==> src/rtl/calc_pkg.sv <==
// Shared definitions for the result-to-BCD converter: FSM encoding,
// default digit count and the blank-digit code.
package calc_pkg;

  typedef enum logic [1:0] {
    IDLE  = 2'd0,
    SHIFT = 2'd1,
    DONE  = 2'd2
  } state_t;

  localparam int DIGITS_DEF = 6;

  // Code shown in place of a suppressed leading zero.
  localparam logic [3:0] BCD_BLANK = 4'hF;

endpackage

==> src/rtl/bcd_digit_adjust.sv <==
// One double-dabble correction: add 3 to a BCD digit that is 5 or more,
// so the following left shift carries correctly into the next digit.
module bcd_digit_adjust (
  input  logic [3:0] d,
  output logic [3:0] q
);

  // Pre-shift correction for one digit.
  always_comb begin
    q = d;
    if (d >= 4'd5) q = d + 4'd3;
  end

endmodule

==> src/rtl/result_bcd_converter.sv <==
// Signed ALU result to sign-magnitude BCD, serial double-dabble.
// One bit of the magnitude is shifted into the BCD accumulator per
// cycle. The accumulator has one spare top digit: anything landing
// there means the magnitude does not fit in DIGITS digits.
// Optional feature: define LEADING_ZERO_BLANK_EN to replace leading
// zero digits with the blank code (least significant digit is kept).
module result_bcd_converter
  import calc_pkg::*;
#(
  parameter int BITS   = 21,
  parameter int DIGITS = DIGITS_DEF
) (
  input  logic                  clock,
  input  logic                  reset,
  input  logic                  start,
  input  logic [BITS-1:0]       value,
  input  logic                  ovf_in,
  output logic                  busy,
  output logic                  done,
  output logic [4*DIGITS-1:0]   digits,
  output logic                  negative,
  output logic                  error
);

  localparam int AW = 4 * (DIGITS + 1);
  localparam int CW = $clog2(BITS + 1);

  state_t              state, state_nx;
  logic [AW-1:0]       acc, adj;
  logic [BITS-1:0]     mag;
  logic [CW-1:0]       cnt;
  logic                neg_r, ovf_r;
  logic                fin;
  logic                err_c;
  logic [4*DIGITS-1:0] fmt;

  // Add-3 correction on every accumulator digit, including the spare one.
  for (genvar g = 0; g <= DIGITS; g++) begin : g_adj
    bcd_digit_adjust u_adj (
      .d (acc[4*g +: 4]),
      .q (adj[4*g +: 4])
    );
  end

  // State register.
  always_ff @(posedge clock or posedge reset) begin
    if (reset) state <= IDLE;
    else       state <= state_nx;
  end

  // Next state: SHIFT runs for BITS cycles, DONE for one.
  always_comb begin
    state_nx = state;
    case (state)
      IDLE:    if (start) state_nx = SHIFT;
      SHIFT:   if (cnt == CW'(BITS - 1)) state_nx = DONE;
      DONE:    state_nx = IDLE;
      default: state_nx = IDLE;
    endcase
  end

  assign busy = (state != IDLE);

  // Capture on start, then shift the corrected accumulator and magnitude.
  always_ff @(posedge clock or posedge reset) begin
    if (reset) begin
      acc   <= '0;
      mag   <= '0;
      cnt   <= '0;
      neg_r <= 1'b0;
      ovf_r <= 1'b0;
    end else begin
      case (state)
        IDLE: if (start) begin
          neg_r <= value[BITS-1];
          // Unsigned BITS-bit magnitude, so the most negative value is exact.
          mag   <= value[BITS-1] ? (~value + BITS'(1)) : value;
          ovf_r <= ovf_in;
          acc   <= '0;
          cnt   <= '0;
        end
        SHIFT: begin
          {acc, mag} <= {adj, mag} << 1;
          cnt        <= cnt + CW'(1);
        end
        default: ;
      endcase
    end
  end

  // Final formatting: range/overflow check, zeroing on error, blanking.
  always_comb begin
    err_c = ovf_r | (acc[AW-1 -: 4] != 4'd0);
    fmt   = err_c ? '0 : acc[4*DIGITS-1:0];
`ifdef LEADING_ZERO_BLANK_EN
    begin : blank
      logic lead;
      lead = 1'b1;
      if (!err_c) begin
        for (int i = DIGITS - 1; i > 0; i--) begin
          if (lead && fmt[4*i +: 4] == 4'd0) fmt[4*i +: 4] = BCD_BLANK;
          else                               lead = 1'b0;
        end
      end
    end
`endif
  end

  // Output stage. fin marks the cycle after DONE; the accumulator and
  // captured flags are still intact then, because a new start only
  // overwrites them on the same edge that loads the outputs.
  always_ff @(posedge clock or posedge reset) begin
    if (reset) begin
      fin      <= 1'b0;
      done     <= 1'b0;
      digits   <= '0;
      negative <= 1'b0;
      error    <= 1'b0;
    end else begin
      fin  <= (state == DONE);
      done <= fin;
      if (fin) begin
        digits   <= fmt;
        negative <= neg_r;
        error    <= err_c;
      end
    end
  end

endmodule

==> config.mk <==
export PLATFORM = sky130hd
export DESIGN_NAME = result_bcd_converter
export DESIGN_NICKNAME = d
export VERILOG_FILES = /design/src/rtl/calc_pkg.sv /design/src/rtl/bcd_digit_adjust.sv /design/src/rtl/result_bcd_converter.sv
export SDC_FILE = /design/constraint.sdc
export NUM_CORES = 1
export LEC_CHECK = 0
export BUFFER_PORTS_ARGS = -buffer_cell sky130_fd_sc_hd__clkbuf_2
export CAP_MARGIN = 20
export CORE_MARGIN = 1
export CORE_UTILIZATION = 35
export CTS_CLUSTER_DIAMETER = 200
export DETAILED_ROUTE_END_ITERATION = 8
export PLACE_DENSITY = 0.56
export SYNTH_ARGS = -nofsm -noshare
export SYNTH_HDL_FRONTEND = slang
export SYNTH_SLANG_ARGS = --single-unit
==> constraint.sdc <==
create_clock -name clock -period 2.78 [get_ports clock]
set_clock_uncertainty 0.15 [all_clocks]
set_input_delay 0.278 -clock clock [delete_from_list [all_inputs] [get_ports clock]]
set_output_delay 0.278 -clock clock [all_outputs]
set_load 0.01 [all_outputs]
* Word-level counts from Yosys, hierarchy flattened
Index checks and enable logic that the tools add are counted.
** Operators by class
- Muxes and demuxes :: 18
- Bitwise gates (word level) :: 2
- Add/subtract/negate cells :: 9
- Equal/unequal tests :: 5
- Magnitude comparators :: 7
- Reduce and logical (&&, ||, !) cells :: 7
** Operators with widths (number)
- one-hot mux 28 bit (2 select lines) :: 1
- two-way mux 21 bit :: 2
- one-hot mux 21 bit (2 select lines) :: 1
- >= comparator 4 x 3 -> 1 bit (second input constant) :: 7
- two-way mux 28 bit :: 1
- adder 4 x 2 -> 4 bit (second input constant) :: 6
- two-way mux 24 bit :: 1
- two-way mux 4 bit :: 6
- adder 21 x 1 -> 21 bit (second input constant) :: 1
- NOT 21 bit :: 1
- one-hot mux 5 bit (2 select lines) :: 1
- AND reduction 2 bit :: 3
- adder 5 x 1 -> 5 bit (second input constant) :: 1
- equality test 5 bit (second input constant) :: 1
- two-way mux 5 bit :: 1
- two-way mux 2 bit :: 2
- inequality test 2 bit (second input constant) :: 2
- one-hot mux 2 bit (2 select lines) :: 1
- nonzero test 2 bit :: 2
- nonzero test 4 bit :: 1
- adder 3 x 2 -> 3 bit (second input constant) :: 1
- two-way mux 3 bit :: 1
- equality test 2 x 1 -> 1 bit (second input constant) :: 1
- equality test 2 bit (second input constant) :: 1
- other kinds (2) :: 2
** Word-level totals
- Logic and storage cells :: 59
- Register bits after elaboration :: 86
- Input port bits :: 25
- Output and inout bits :: 28

* Longest topological paths before layout
Gate-level depths: netlist (run 1).
- Depth after elaboration :: 5
- Mapped depth :: 7
- Gate-level depth less buffers :: 6

* Modules after synthesis
A second synthesis (run 1) with hierarchy kept.
** Second synthesis, totals
- Cells, all modules :: 530
- Area, all modules :: 4611.9 um^2
** Modules (own cells, without submodules)
- result_bcd_converter :: times used 1, cells an instance 418, sequential area each 2152.1 um^2, area an instance 3902.5 um^2
- bcd_digit_adjust :: times used 7, cells an instance 16, sequential area each 0.0 um^2, area an instance 101.3 um^2

* Worst setup path after synthesis (run 1)
OpenSTA, ideal clock, no wires.
- Path kind :: input to register
- Start point :: input port value[9]
- End point :: register mag[16]
- Stages :: 5
- Required time :: 2.509 ns
- Arrival time :: 1.647 ns
- Library setup time :: 0.121 ns
- Setup slack :: 0.862 ns
- Path buffers :: 1
- Cell sequence :: or4_4 > buf_6 > or4_4 > a31oi_1 > nand2b_1
** On the way
- Word-level cells in the longest chain between the ends :: 5
** RTL lines
- start, declared :: RTL line result_bcd_converter.sv:16 : input logic [BITS-1:0] value,
- NOT 21 bit :: RTL line result_bcd_converter.sv:77 : mag <= value[BITS-1] ? (~value + BITS'(1)) : value;
- adder 21 x 1 -> 21 bit :: RTL line result_bcd_converter.sv:77
- two-way mux 21 bit :: RTL line result_bcd_converter.sv:77
- two-way mux 21 bit :: RTL line result_bcd_converter.sv:74 : IDLE: if (start) begin
- one-hot mux 21 bit (2 select lines) :: RTL line result_bcd_converter.sv:73 : case (state)
- end signal, assigned :: RTL line result_bcd_converter.sv:77
- end signal, assigned :: RTL line result_bcd_converter.sv:83 : {acc, mag} <= {adj, mag} << 1;
- end, declared :: RTL line result_bcd_converter.sv:30 : logic [BITS-1:0] mag;
No other way between the ends. The select of a mux whose other input is x is not followed.
A chain may end at the register's enable or synchronous reset.

* Worst setup path in the final report (run 1)
- Start point :: register state[1]
- End point :: register mag[20]
** On the way
- Word-level cells in the longest chain between the ends :: 3
- Elaborated cells on any way between the ends :: 6
- Those cells by class :: eq/ne: 2; mux: 1; reduce/logical: 3
** RTL lines
- start, declared :: RTL line result_bcd_converter.sv:28 : state_t state, state_nx;
- start signal, assigned :: RTL line result_bcd_converter.sv:48 : else state <= state_nx;
- equality test 2 x 1 -> 1 bit or zero test 2 bit (tied branches) :: RTL line result_bcd_converter.sv:73
- nonzero test 2 bit (no source line) or inequality test 2 bit (tied branches)
- AND reduction 2 bit (no source line)
Several ways; a longest one is shown, not always the timed one.

==> flow_summary.ini, run 1 <==
[outcome]
status = complete, no violations

[global_routing]
gr-usage-all-layers = 0.1637
grt_pass1_vias = 3582
grt_start_max_net_pins = 62
overflow = 0
grt_antenna_before_repair = 0
grt_pass1_wl_um = 17180

[logic_synthesis]
synth_area_leader_cell = dfrtp_1
synth_area_leaders = dfrtp_1 (47%), o21ai_0 (6.1%), ha_1 (4.9%)
synth_edf_count = 0
ys_seq_area_frac = 0.4696
syn_avg_cell_area_um2 = 9.509
synth_warnings = 0
synth_top_area_frac = 0.4696
ys_ff_latch = 86
syn-num-nets = 525
synth-async-reset-ratio = 1.000
syn-cell-area_um2 = 4583
syn-instance-count = 482
synthDistinctLibCells = 50
synth_ff_type = dfrtp_1

[clocking]
cts_root_buf = clkbuf_16
tritoncts = done
clk_latency_ns = 0.34
htreeDepth = 3
cts_setup_buffers = 0
ctsHoldBuffers = 1
clock_path_buffers = 2
postCtsResizedCells = 0
cts.reportedPaths.clkPinSlew_ns = 0.06
cts_made_buffers = 9
cts_sinks = 86

[drt]
drc = 0
routed_via_density = 5.198
routedWlPerCell_um = 14.39
drt_iter0_drc = 166
vias = 3670
first_pass_iters = 4
finalWirelength_um = 10160
ant_nets = 0

[worst_setup_path]
critPathMaxFanout = 22
cp_data_required_time_ns = 2.85
cp.arrival_ns = 2.09
end_kind = register
worstReg2RegEnd = mag[20]$_DFFE_PP0P_
critPathCapture = mag[20]$_DFFE_PP0P_
timing.rr.start = state[1]$_DFFE_PP0P_
ff2ff_path_depth = 4
startpoint_type = register
rrSetupSlack_ns = 0.76
critPathLaunch = state[1]$_DFFE_PP0P_
critical_path_class = reg2reg

[final_layout]
fin_cells = 706
num_antenna_cells = 0
mostFrequentLayoutCells = dfrtp_1 (86), o21ai_0 (56), clkbuf_2 (52)
fillers = 1253
nets = 572
final_common_cell = dfrtp_1
layout-drive-gt1-share = 0.1816
syn_to_final_growth_pct = 17.31

[floorplanning]
start_util = 0.3617
fp-row-count = 41
ioPinCount = 53
die_x_um = 116.4
die_area_um2 = 13560
core_area_um2 = 12670
die_y_um = 116.4

[placement]
port_buffers = 52
dp_hpwl_um = 6848
routabilityCongestion = 0.8330
post-place-ws_ns = 0.7029
place_inst = 689

[power]
ir_worst_vdd_mv = 0.2944
power.share.switching = 0.3669
seq_power_share = 0.386
clkPwrFrac = 0.226
intPower_w = 0.003425
p_total_w = 0.005410
p_per_area_nw_per_um2 = 1006
combPwrFrac = 0.387
p_leak_nw = 2.335
p_sw_w = 0.001985

[timing]
finalSetupViolCount = 0
final.period_utilization = 0.7264
fin_tns_setup_ns = 0
fmax_ghz = 0.4952
maxSlewHeadroom = 0.5994
finalCriticalPeriod_ns = 2.019
hold_viol_final = 0
worstMarginPinSlew_ns = 0.5982
slew_violations = 0
rsz0062_at_grt = no
timing.hold.ws_ns = 0.02396
worst_slack_ns = 0.7606

[min_path]
hold_path_startpoint = ovf_in
hp-class = in2reg

[job]
drv_cap = 0
==> registers in the layout (all words and copies together), names as in the netlist <==
register,count
acc,28
cnt,5
digits,24
done,1
error,1
fin,1
mag,21
neg_r,1
negative,1
ovf_r,1
state,2
==> power groups by stage <==
stage / Sequential, W / Combinational [W] / Clock (W)
final: 0.00209 / 0.00210 / 0.00123
after CTS: 0.00209 / 0.00212 / 0.00127
after floorplan: 0.00202 / 0.00160 / 0
after global routing: 0.00216 / 0.00239 / 0.00130
after detailed placement: 0.00210 / 0.00211 / 0
after global placement: 0.00209 / 0.00205 / 0
==> critical path, stage by stage, from the launching register on <==
cell	delay [ns]
dfrtp_1	0.52
or3b_1	0.62
buf_4	0.32
a21oi_1	0.19
o21ai_0	0.09
==> area by class of cell <==
cell class	count	area [µm²]	share of cell area
clock buffer	13	260.3	0.04841
clock inverter	3	42.54	0.007912
inverter	43	162.7	0.03025
multi-input combinational	324	2158	0.4014
sequential	86	2152	0.4003
tap	172	215.2	0.04003
timing repair buffer	65	385.4	0.07168
==> metrics by stage <==
step / utilization / instance area, µm²
2_1_floorplan: - / 4583
3_3_place_gp: 0.3996 / 5064
3_5_place_dp: 0.3996 / 5064
4_1_cts: 0.4243 / 5376
5_1_grt: 0.4243 / 5376
6_report: 0.4243 / 5376
==> logic make-up (layout without fill, tap and decap cells) <==
group | Yosys count | in the layout | share of synthesized area
AOI/OAI and AO/OA | 141 | 141 | 0.1927
adders and majority gates | 18 | 18 | 0.04914
DFF | 86 | 86 | 0.4696
muxes | 10 | 10 | 0.02402
buffers and inverters | 72 | 124 | 0.06115
xor gates and xnor gates | 20 | 20 | 0.03822
and+or+nand+nor | 135 | 135 | 0.1652
==> synthesized netlist by cell type (all sizes together) (5+ instances only) <==
master and n:
dfrtp 86, o21ai 58, nand2 46, inv 43, clkbuf 25, a21oi 23
ha 18, nor3b 16, nand3 14, nand2b 13, o31ai 13, o22ai 12
xor2 12, mux2 8, nor2 8, nor2b 8, xnor2 8, a22oi 7
a32o 7, a221oi 6, a22o 5
==> layer usage <==
metal	GRT usage	vias up	wire [µm]
li1	-	1808	-
met1	0.2167	1781	4963
met2	0.2600	69	4680
met3	0.03166	12	329
met4	0.07265	0	184
met5	0	-	0
==> worst min path at each step <==
stage,to,slack [ns],depth (start not counted)
final,ovf_r$_DFFE_PP0P_,0.02,3
after global routing,ovf_r$_DFFE_PP0P_,0.05,3
after CTS,ovf_r$_DFFE_PP0P_,0.01,3
after detailed placement,digits[1]$_DFFE_PP0P_,0.15,2
after global placement,digits[0]$_DFFE_PP0P_,0.15,2
after floorplan,done$_DFF_PP0_,0.20,0
(Power assumes the default switching activity.)
==> run 2, diff against run 1 <==
Settings changed: PLACE_DENSITY 0.56 to 0.54.
Clock period 2.78 ns to 2.1 ns, I/O delays scaled along.
==> run 2 against run 1 <==
  * Routed wire length fell by 1.3%
  * Highest routed layer unchanged
  * Total power rose by 32%
  * Final area rose by 0.95%
  * Critical path depth rose by 2
  * Sequential cell count did not move
  * Maximum frequency rose by 5.2%
  * Setup slack got worse by 0.58 ns
  * Sequential power rose by 31%
  * Register-to-register slack got worse by 0.58 ns
  * Combinational power rose by 33%
==> flow_summary.ini, run 2 (same netlist as run 1, synthesis figures left out) <==
[min_path]
hold_end = mag[10]$_DFFE_PP0P_
hp-class = in2reg
hold_depth = 3
hold_path_startpoint = value[10]

[worst_setup_path]
path_buf_inv = 1
critical_path_class = reg2reg
ff2ff_path_depth = 6
cp.arrival_ns = 2.02
path_cells = inv_1, ha_1, nand2b_1, a21oi_1, mux2_2, o21ai_0
cp_slowest_cell = dfrtp_1
worstReg2RegEnd = acc[18]$_DFFE_PP0P_
critPathMaxFanout = 4
end_kind = register
crit_family = compound AO/OA/AOI/OAI gates
startpoint_type = register
rrSetupSlack_ns = 0.18
timing.rr.start = acc[16]$_DFFE_PP0P_
slowest_delay_ns = 0.41
cp_data_required_time_ns = 2.20

[final_layout]
multi_input_area_um2 = 2158
mostFrequentLayoutCells = dfrtp_1 (86), o21ai_0 (56), clkbuf_2 (52)
final_common_cell = dfrtp_1
largest_register_ffs = 28
fillers = 1261
num_antenna_cells = 0
layout-drive-gt1-share = 0.1922
seqCellArea_um2 = 2152
syn_to_final_growth_pct = 18.43
nets = 579
largest-register = acc
largestRegisters = acc (28), digits (24), mag (21)
post-route-util = 0.4284

[global_routing]
grt_antenna_before_repair = 0
grt_pass1_vias = 3519
overflow = 0
grt_pass1_wl_um = 17210
grt_start_max_net_pins = 87
gr-usage-all-layers = 0.1638

[timing]
timing.hold.ws_ns = 0.05636
fmax_ghz = 0.5208
rsz0062_at_grt = no
fin_tns_setup_ns = 0
worstMarginPinSlew_ns = 0.8120
slew_violations = 0
finalCriticalPeriod_ns = 1.920
worst_slack_ns = 0.1798
final.period_utilization = 0.9144
hold_viol_final = 0
finalSetupViolCount = 0
maxSlewHeadroom = 0.4575

[drt]
routedWlPerCell_um = 14.05
finalWirelength_um = 10020
drc = 0
vias = 3640
drt_iter0_drc = 172
ant_nets = 0
routed_via_density = 5.105
first_pass_iters = 4

[clocking]
cts_root_buf = clkbuf_16
tritoncts = done
cts.reportedPaths.clkPinSlew_ns = 0.06
cts_made_buffers = 9
clk_latency_ns = 0.33
clock_path_buffers = 2
htreeDepth = 3
cts_sinks = 86
cts_setup_buffers = 0
postCtsResizedCells = 0
ctsHoldBuffers = 3

[outcome]
status = complete, no violations

[floorplanning]
ioPinCount = 53
die_area_um2 = 13560
die_y_um = 116.4
die_x_um = 116.4
core_area_um2 = 12670
fp-row-count = 41
start_util = 0.3617

[power]
p_leak_nw = 2.366
ir_worst_vdd_mv = 0.4816
p_total_w = 0.007123
p_per_area_nw_per_um2 = 1312

[placement]
post-place-ws_ns = 0.1151
port_buffers = 52
dp_hpwl_um = 6864
routabilityCongestion = 0.7875

[job]
drv_cap = 0
## run 2: changes by cell type in the layout (fill, tap and decap cells not counted), moves of 2 or more
| cell | delta |
|---|---|
| dlygate4sd3_1 | +2 |
| clkbuf_1 | -2 |
| buf_4 | +6 |
| clkbuf_8 | +3 |
## run 2: report_power, final
group | total [W] | internal, W | switching, W
Sequential | 0.00274 | 0.00227 | 0.000474
Clock | 0.00158 | 0.000961 | 0.000621
Combinational | 0.00280 | 0.00129 | 0.00151
Total | 0.00712 | 0.00452 | 0.00260
## run 2: how the worst max path moves through the flow
stage                                     from                  end  slack (ns)  cells past startpoint
final                      acc[16]$_DFFE_PP0P_  acc[18]$_DFFE_PP0P_        0.18                      6
after global routing      state[0]$_DFFE_PP0P_  mag[20]$_DFFE_PP0P_        0.08                      4
after CTS                  acc[16]$_DFFE_PP0P_  acc[18]$_DFFE_PP0P_        0.20                      6
after detailed placement              value[3]  mag[15]$_DFFE_PP0P_        0.12                      5
after global placement                value[0]  mag[14]$_DFFE_PP0P_        0.14                      7
after floorplan                       value[9]  mag[16]$_DFFE_PP0P_        0.25                      5
## run 2: worst register-to-register path, stage by stage, from the launching register on
cell and delay (ns):
dfrtp_1 0.41, inv_1 0.13, ha_1 0.22, nand2b_1 0.07, a21oi_1 0.31, mux2_2 0.38, o21ai_0 0.15
## run 2: per-stage QoR
step | cell area (µm²) | instances
floorplan | 4587 | 482
global placement | 5091 | 694
detailed placement | 5091 | 694
finish | 5428 | 713
global route | 5428 | 713
CTS | 5428 | 713
## run 2: area by class of cell
type | instances | area share
clock inverters | 2 | 0.002305
inverters | 43 | 0.03043
flip-flops and latches | 86 | 0.3965
well taps | 172 | 0.03965
repair buffers | 72 | 0.07930
multi-input cells | 324 | 0.3976
clock buffers | 14 | 0.05417
## run 2: per-layer routing
layer	track usage	vias to the layer above	share of wire
met1	0.2178	1756	0.48
met2	0.2663	61	0.46
li1	-	1809	-
met5	0	-	0
met4	0.06581	0	0.018
met3	0.02595	14	0.036
